### config.mk
export PLATFORM = sky130hd
export DESIGN_NAME = instruction_fetch_unit
export DESIGN_NICKNAME = d
export VERILOG_FILES = /design/src/rtl/mips_pkg.sv /design/src/rtl/fetch_fifo.sv /design/src/rtl/instruction_fetch_unit.sv
export SDC_FILE = /design/constraint.sdc
export NUM_CORES = 1
export LEC_CHECK = 0
export ABC_AREA = 1
export CAP_MARGIN = 20
export CORE_MARGIN = 5
export CORE_UTILIZATION = 45
export CTS_BUF_LIST = sky130_fd_sc_hd__clkbuf_4 sky130_fd_sc_hd__clkbuf_8 sky130_fd_sc_hd__clkbuf_16
export DETAILED_ROUTE_END_ITERATION = 8
export HOLD_SLACK_MARGIN = 0.08
export PLACE_DENSITY_LB_ADDON = 0.2
export SETUP_SLACK_MARGIN = 0.4
export SLEW_MARGIN = 40
export SYNTH_ARGS = -nofsm -noshare
export SYNTH_HDL_FRONTEND = slang
export SYNTH_SLANG_ARGS = --single-unit
### constraint.sdc
create_clock -name clk -period 9.5 [get_ports clk]
set_input_delay 2.375 -clock clk [delete_from_list [all_inputs] [get_ports clk]]
set_output_delay 2.375 -clock clk [all_outputs]
set_load 0.1 [all_outputs]
### src/rtl/mips_pkg.sv
// Shared definitions for the MIPS front end.
//   INST_W / OPCODE_W : instruction word and opcode field widths
//   PC_STEP           : byte distance between consecutive instruction words
//   OP_*              : primary opcode values seen by the control unit
//   fetch_entry_t     : one fetched word together with the PC it came from
//   pc_next()         : sequential successor of a word-aligned PC (wraps at 2^32)
package mips_pkg;

  localparam int          INST_W   = 32;
  localparam int          OPCODE_W = 6;
  localparam logic [31:0] PC_STEP  = 32'd4;

  localparam logic [OPCODE_W-1:0] OP_RTYPE = 6'h00;
  localparam logic [OPCODE_W-1:0] OP_BEQ   = 6'h04;
  localparam logic [OPCODE_W-1:0] OP_ADDI  = 6'h08;
  localparam logic [OPCODE_W-1:0] OP_ANDI  = 6'h0C;
  localparam logic [OPCODE_W-1:0] OP_ORI   = 6'h0D;
  localparam logic [OPCODE_W-1:0] OP_LH    = 6'h21;
  localparam logic [OPCODE_W-1:0] OP_LW    = 6'h23;
  localparam logic [OPCODE_W-1:0] OP_LHU   = 6'h25;
  localparam logic [OPCODE_W-1:0] OP_SW    = 6'h2B;

  typedef struct packed {
    logic [31:0]       pc;
    logic [INST_W-1:0] inst;
  } fetch_entry_t;

  function automatic logic [31:0] pc_next(input logic [31:0] pc);
    return pc + PC_STEP;
  endfunction

endpackage

### src/rtl/fetch_fifo.sv
// Synchronous FIFO holding fetched {pc, inst} entries.
//   clk, reset  : clock, synchronous active-high reset
//   push        : write push_entry at the tail
//   push_entry  : entry to write
//   pop         : retire the head entry
//   flush       : drop all entries (wins over push/pop)
//   count       : number of valid entries (0..DEPTH)
//   head        : head entry, registered storage read (meaningful when count != 0)
// There is no overflow or underflow protection: the owner only pushes when a
// slot was reserved for the word and only pops a valid head.
module fetch_fifo
  import mips_pkg::*;
#(
  parameter int DEPTH = 2
) (
  input  logic                         clk,
  input  logic                         reset,
  input  logic                         push,
  input  fetch_entry_t                 push_entry,
  input  logic                         pop,
  input  logic                         flush,
  output logic [$clog2(DEPTH+1)-1:0]   count,
  output fetch_entry_t                 head
);

  localparam int PW = (DEPTH > 1) ? $clog2(DEPTH) : 1;

  fetch_entry_t  mem [DEPTH];
  logic [PW-1:0] rd_ptr;
  logic [PW-1:0] wr_ptr;

  // Pointers wrap explicitly so DEPTH need not be a power of two.
  function automatic logic [PW-1:0] ptr_inc(input logic [PW-1:0] p);
    return (p == PW'(DEPTH - 1)) ? '0 : p + 1'b1;
  endfunction

  always_ff @(posedge clk) begin
    if (reset || flush) begin
      rd_ptr <= '0;
      wr_ptr <= '0;
      count  <= '0;
    end else begin
      if (push) wr_ptr <= ptr_inc(wr_ptr);
      if (pop)  rd_ptr <= ptr_inc(rd_ptr);
      if (push && !pop)      count <= count + 1'b1;
      else if (pop && !push) count <= count - 1'b1;
    end
  end

  // Storage carries no reset; validity is tracked by count alone.
  always_ff @(posedge clk) begin
    if (push && !flush && !reset) mem[wr_ptr] <= push_entry;
  end

  assign head = mem[rd_ptr];

endmodule

### src/rtl/instruction_fetch_unit.sv
// Instruction fetch stage: owns the fetch PC, issues in-order word reads to
// instruction memory and buffers returned words with their PCs for decode.
//   clk, reset       : clock, synchronous active-high reset
//   imem_req_*       : read request channel (valid/ready, addr = pc_q)
//   imem_resp_*      : read response, in order, never stalled
//   redirect_valid/pc: taken branch/jump, flushes buffer and in-flight reads
//   inst_*           : buffer head toward decode (valid/ready), inst_opcode = inst_data[31:26]
//
// Handshakes: a transfer happens in a cycle where valid and ready are both 1.
// valid never depends on ready; ready may depend on anything.
module instruction_fetch_unit
  import mips_pkg::*;
#(
  parameter logic [31:0] RESET_PC = 32'h0000_0000,
  parameter int          DEPTH    = 2
) (
  input  logic                clk,
  input  logic                reset,
  output logic                imem_req_valid,
  input  logic                imem_req_ready,
  output logic [31:0]         imem_req_addr,
  input  logic                imem_resp_valid,
  input  logic [INST_W-1:0]   imem_resp_data,
  input  logic                redirect_valid,
  input  logic [31:0]         redirect_pc,
  output logic                inst_valid,
  input  logic                inst_ready,
  output logic [INST_W-1:0]   inst_data,
  output logic [31:0]         inst_pc,
  output logic [OPCODE_W-1:0] inst_opcode
);

  localparam int           CW  = $clog2(DEPTH + 1);
  localparam logic [CW:0]  CAP = (CW + 1)'(DEPTH);

  logic [31:0]   pc_q;
  logic [31:0]   rpc_q;
  logic [CW-1:0] outstanding;
  logic [CW-1:0] drop_cnt;
  logic [CW-1:0] count;

  logic          credit_ok;
  logic          req_fire;
  logic          resp_take;
  logic          push;
  logic          pop;
  logic [31:0]   redirect_target;
  logic          unused_pc_bits;
  fetch_entry_t  push_entry;
  fetch_entry_t  head;

  assign redirect_target = {redirect_pc[31:2], 2'b00};
  assign unused_pc_bits  = ^redirect_pc[1:0];

  // Every in-flight read owns a buffer slot, so a response can always be stored.
  assign credit_ok      = ({1'b0, outstanding} + {1'b0, count}) < CAP;
  assign imem_req_valid = !reset && !redirect_valid && credit_ok;
  assign imem_req_addr  = pc_q;
  assign req_fire       = imem_req_valid && imem_req_ready;

  // A response with no read in flight is a protocol error and is ignored.
  assign resp_take  = imem_resp_valid && (outstanding != '0);
  assign push       = resp_take && (drop_cnt == '0) && !redirect_valid;
  assign push_entry = '{pc: rpc_q, inst: imem_resp_data};

  assign inst_valid  = !reset && !redirect_valid && (count != '0);
  assign pop         = inst_valid && inst_ready;
  assign inst_data   = head.inst;
  assign inst_pc     = head.pc;
  assign inst_opcode = head.inst[31:26];

  always_ff @(posedge clk) begin
    if (reset) begin
      pc_q        <= RESET_PC;
      rpc_q       <= RESET_PC;
      outstanding <= '0;
      drop_cnt    <= '0;
    end else begin
      outstanding <= outstanding + CW'(req_fire) - CW'(resp_take);
      if (redirect_valid) begin
        pc_q     <= redirect_target;
        rpc_q    <= redirect_target;
        // Everything still in flight after this cycle is stale; a response
        // arriving right now is discarded by the flush itself.
        drop_cnt <= outstanding - CW'(resp_take);
      end else begin
        if (req_fire) pc_q <= pc_next(pc_q);
        if (resp_take) begin
          if (drop_cnt != '0) drop_cnt <= drop_cnt - 1'b1;
          else                rpc_q    <= pc_next(rpc_q);
        end
      end
    end
  end

  fetch_fifo #(.DEPTH(DEPTH)) u_fifo (
    .clk        (clk),
    .reset      (reset),
    .push       (push),
    .push_entry (push_entry),
    .pop        (pop),
    .flush      (redirect_valid),
    .count      (count),
    .head       (head)
  );

  resp_needs_credit: assert property (@(posedge clk) disable iff (reset)
    !(imem_resp_valid && (outstanding == '0)));

endmodule
==> flow_summary.json <==
{
  "status": "finished clean",
  "cts_tree": "built",
  "netlist_instances": 987,
  "overflow": 0,
  "crit_type": "in -> out",
  "drc": 0,
  "p_int_mw": 1.39,
  "numCtsBuffers": 17,
  "setup_violations": 0,
  "grt_pass1_wl_um": 34700,
  "die_area_um2": 23400,
  "hp-start": "u_fifo.wr_ptr$_SDFFE_PP0P_",
  "fmax_mhz": 160,
  "drt_wl_total_um": 21800,
  "dieHeight_um": 153,
  "clock_latency_ps": 420,
  "avgSynthCellArea_um2": 9.32,
  "rsz0062_at_grt": "no",
  "path_clk_slew_ps": 70,
  "num_antenna_cells": 0,
  "endpoint_kind": "primary output",
  "fin_skew_ps": 10.6,
  "max_cap_violations": 0,
  "fin_crit_sh": 0.656,
  "io_pins": 174,
  "cts-resized-gates": 0,
  "ctsRootBufferMaster": "clkbuf_16",
  "hold_violations": 0,
  "ant_nets": 0,
  "final_layout_size_suffix_gt1_frac": 0.197,
  "rows": 52,
  "r2r_slack_ps": 6950,
  "ys_seq_area_frac": 0.555,
  "power_frac_comb": 0.194,
  "worst_setup_path_start_kind": "input pin",
  "clock-sinks": 193,
  "min_path_type": "reg -> reg",
  "min_path_cells": 2,
  "die_x_um": 153,
  "grt_usage": 0.184,
  "core_um2": 20200,
  "switchingPower_uw": 653,
  "min_to": "u_fifo.wr_ptr$_SDFFE_PP0P_",
  "peakVddDrop_mv": 0.120,
  "reg2reg_from": "outstanding[1]$_SDFF_PP0_",
  "yosysWarnings": 0,
  "maxSlewViolCount": 0,
  "seqPwrFrac": 0.474,
  "fin_nets": 1224,
  "totalNegativeSetupSlack_ps": 0,
  "required_ps": 7130,
  "synth_seq_cells": 193,
  "post_cts_buffers": 0,
  "leakagePower_nw": 4.23,
  "relSlewSlack": 0.589,
  "drtIter0Drc": 512,
  "viasPerCell": 4.98,
  "cts_hold_buf": 0,
  "startpoint": "redirect_valid",
  "syn2layout_area_growth_pct": 20.9,
  "start_util": 0.456,
  "wl_per_cell_um": 15.2,
  "finalWeightedCongestion": 0.913,
  "port-buffer-count": 167,
  "drtPass1Iterations": 5,
  "clockBufferDepth": 2,
  "power_mw": 2.05,
  "cp.arrival_ps": 3860,
  "first_global_vias": 6698,
  "ys_types": 37,
  "r2r_end": "u_fifo.mem[0][54]$_DFFE_PP_",
  "dp_slack_ps": 3250,
  "power_density_nw_per_um2": 184,
  "hpwl_um": 15300,
  "r2r_cells": 7,
  "grt_max_degree": 63,
  "route.vias.total": 7115,
  "power_frac_clock": 0.332,
  "antenna_found_initial": 0,
  "tightest_slew_ps": 616,
  "layout_setup_ws_ps": 3260,
  "period_needed_ps": 6240,
  "h-tree-depth": 4,
  "syn_area_um2": 9200,
  "switching_share": 0.319,
  "worstPathMaxFanout": 10
}
-- critical path, cell delays in order --
cell	delay (ps)
clkdlybuf4s50_1	500
nor2_8	230
inv_2	140
nor3_1	150
buf_2	450
-- area by class of cell --
type                            count  area (um^2)
Multi-Input combinational cell    644         3460
Sequential cell                   193         5110
Clock buffer                       17          425
Clock inverter                     14          134
Fill cell                        1841         9040
Tap cell                          270          338
Timing Repair Buffer              172         1210
Inverter                          118          444
-- power groups by stage --
| stage | combinational, mW | clock (mW) | sequential (mW) |
|---|---|---|---|
| 2_1_floorplan | 0.254 | 0 | 1.04 |
| 3_3_place_gp | 0.415 | 0 | 0.988 |
| 3_5_place_dp | 0.396 | 0 | 0.989 |
| 4_1_cts | 0.398 | 0.695 | 0.970 |
| 5_1_grt | 0.428 | 0.731 | 0.976 |
| 6_report | 0.397 | 0.679 | 0.970 |
-- synth_stat cells --
| cell type | instances | share of area |
|---|---|---|
| a21oi_1 | 55 | 0.030 |
| a21oi_2 | 1 | 0.00095 |
| a31oi_1 | 13 | 0.0088 |
| and2_1 | 1 | 0.00068 |
| buf_1 | 1 | 0.00041 |
| buf_2 | 9 | 0.0049 |
| buf_4 | 15 | 0.012 |
| buf_6 | 2 | 0.0024 |
| clkbuf_1 | 8 | 0.0033 |
| clkinv_2 | 1 | 0.00054 |
| conb_1 | 1 | 0.00041 |
| dfxtp_1 | 69 | 0.15 |
| edfxtp_1 | 124 | 0.40 |
| fa_1 | 1 | 0.0022 |
| ha_1 | 7 | 0.0095 |
| inv_1 | 115 | 0.047 |
| inv_2 | 2 | 0.00082 |
| mux2_2 | 62 | 0.076 |
| nand2_1 | 245 | 0.10 |
| nand2_2 | 4 | 0.0027 |
| nand2_4 | 1 | 0.0012 |
| nand3_1 | 55 | 0.030 |
| nand3_4 | 2 | 0.0038 |
| nand4_1 | 4 | 0.0027 |
| nor2_1 | 92 | 0.038 |
| nor2_2 | 6 | 0.0041 |
| nor2_4 | 7 | 0.0086 |
| nor2_8 | 1 | 0.0022 |
| nor3_1 | 4 | 0.0022 |
| nor3b_1 | 1 | 0.00082 |
| o211ai_1 | 2 | 0.0016 |
| o21ai_0 | 56 | 0.030 |
| o22ai_1 | 3 | 0.0020 |
| o31ai_1 | 1 | 0.00082 |
| or2_2 | 2 | 0.0014 |
| xnor2_1 | 3 | 0.0029 |
| xor2_1 | 11 | 0.010 |
-- registers in the layout, summed over array words and instances (netlist names), named ones only --
| register | count |
|---|---|
| drop_cnt | 2 |
| rpc_q | 30 |
| outstanding | 2 |
| u_fifo.count | 2 |
| imem_req_addr | 30 |
| u_fifo.rd_ptr | 1 |
| u_fifo.wr_ptr | 1 |
| u_fifo.mem | 124 |
-- placed cells by master (no fill, tap or decap), drive strengths merged, types with 2 or more instances in the layout --
cell,count
dfxtp,69
buf,106
clkinv,5
a21oi,56
ha,7
a31oi,13
xor2,11
or2,2
clkinvlp,5
edfxtp,124
nand2,250
clkdlybuf4s50,66
mux2,62
nand4,4
o22ai,3
o211ai,2
nor3,4
nand3,57
xnor2,3
inv,121
conb,4
o21ai,56
clkbuf,17
nor2,106
-- per-layer routing --
metal | wire, um | GRT usage
met5 | 0 | 0
met4 | 262 | 0.0479
met3 | 1430 | 0.0390
met2 | 9730 | 0.291
met1 | 10300 | 0.261
-- logic make-up after synthesis --
kind of cell,Yosys count,share of synthesized area
flops,193,0.555
xor+xnor,14,0.0133
buf+inv,153,0.0715
fa+ha+maj,8,0.0117
mux,62,0.0759
simple gates,425,0.198
other cells,1,0.000408
compound gates,131,0.0747
-- worst max path at each step --
stage | cells after the start | slack [ps] | end
after floorplan | 4 | 1900 | u_fifo.mem[1][0]$_DFFE_PP_
after global placement | 5 | 2520 | imem_req_valid
after detailed placement | 5 | 3250 | imem_req_valid
after CTS | 5 | 3240 | imem_req_valid
after global routing | 5 | 3160 | imem_req_valid
final | 5 | 3260 | imem_req_valid
-- per-stage QoR --
step	util	cells	cell area [um^2]	hold slack, ps
after global routing	0.552	1428	11100	521
final	0.552	1428	11100	484
after global placement	0.548	1397	11100	457
after floorplan	-	990	9210	448
after CTS	0.551	1428	11100	480
after detailed placement	0.523	1397	10600	470
Power figures use the tool's default switching activity.
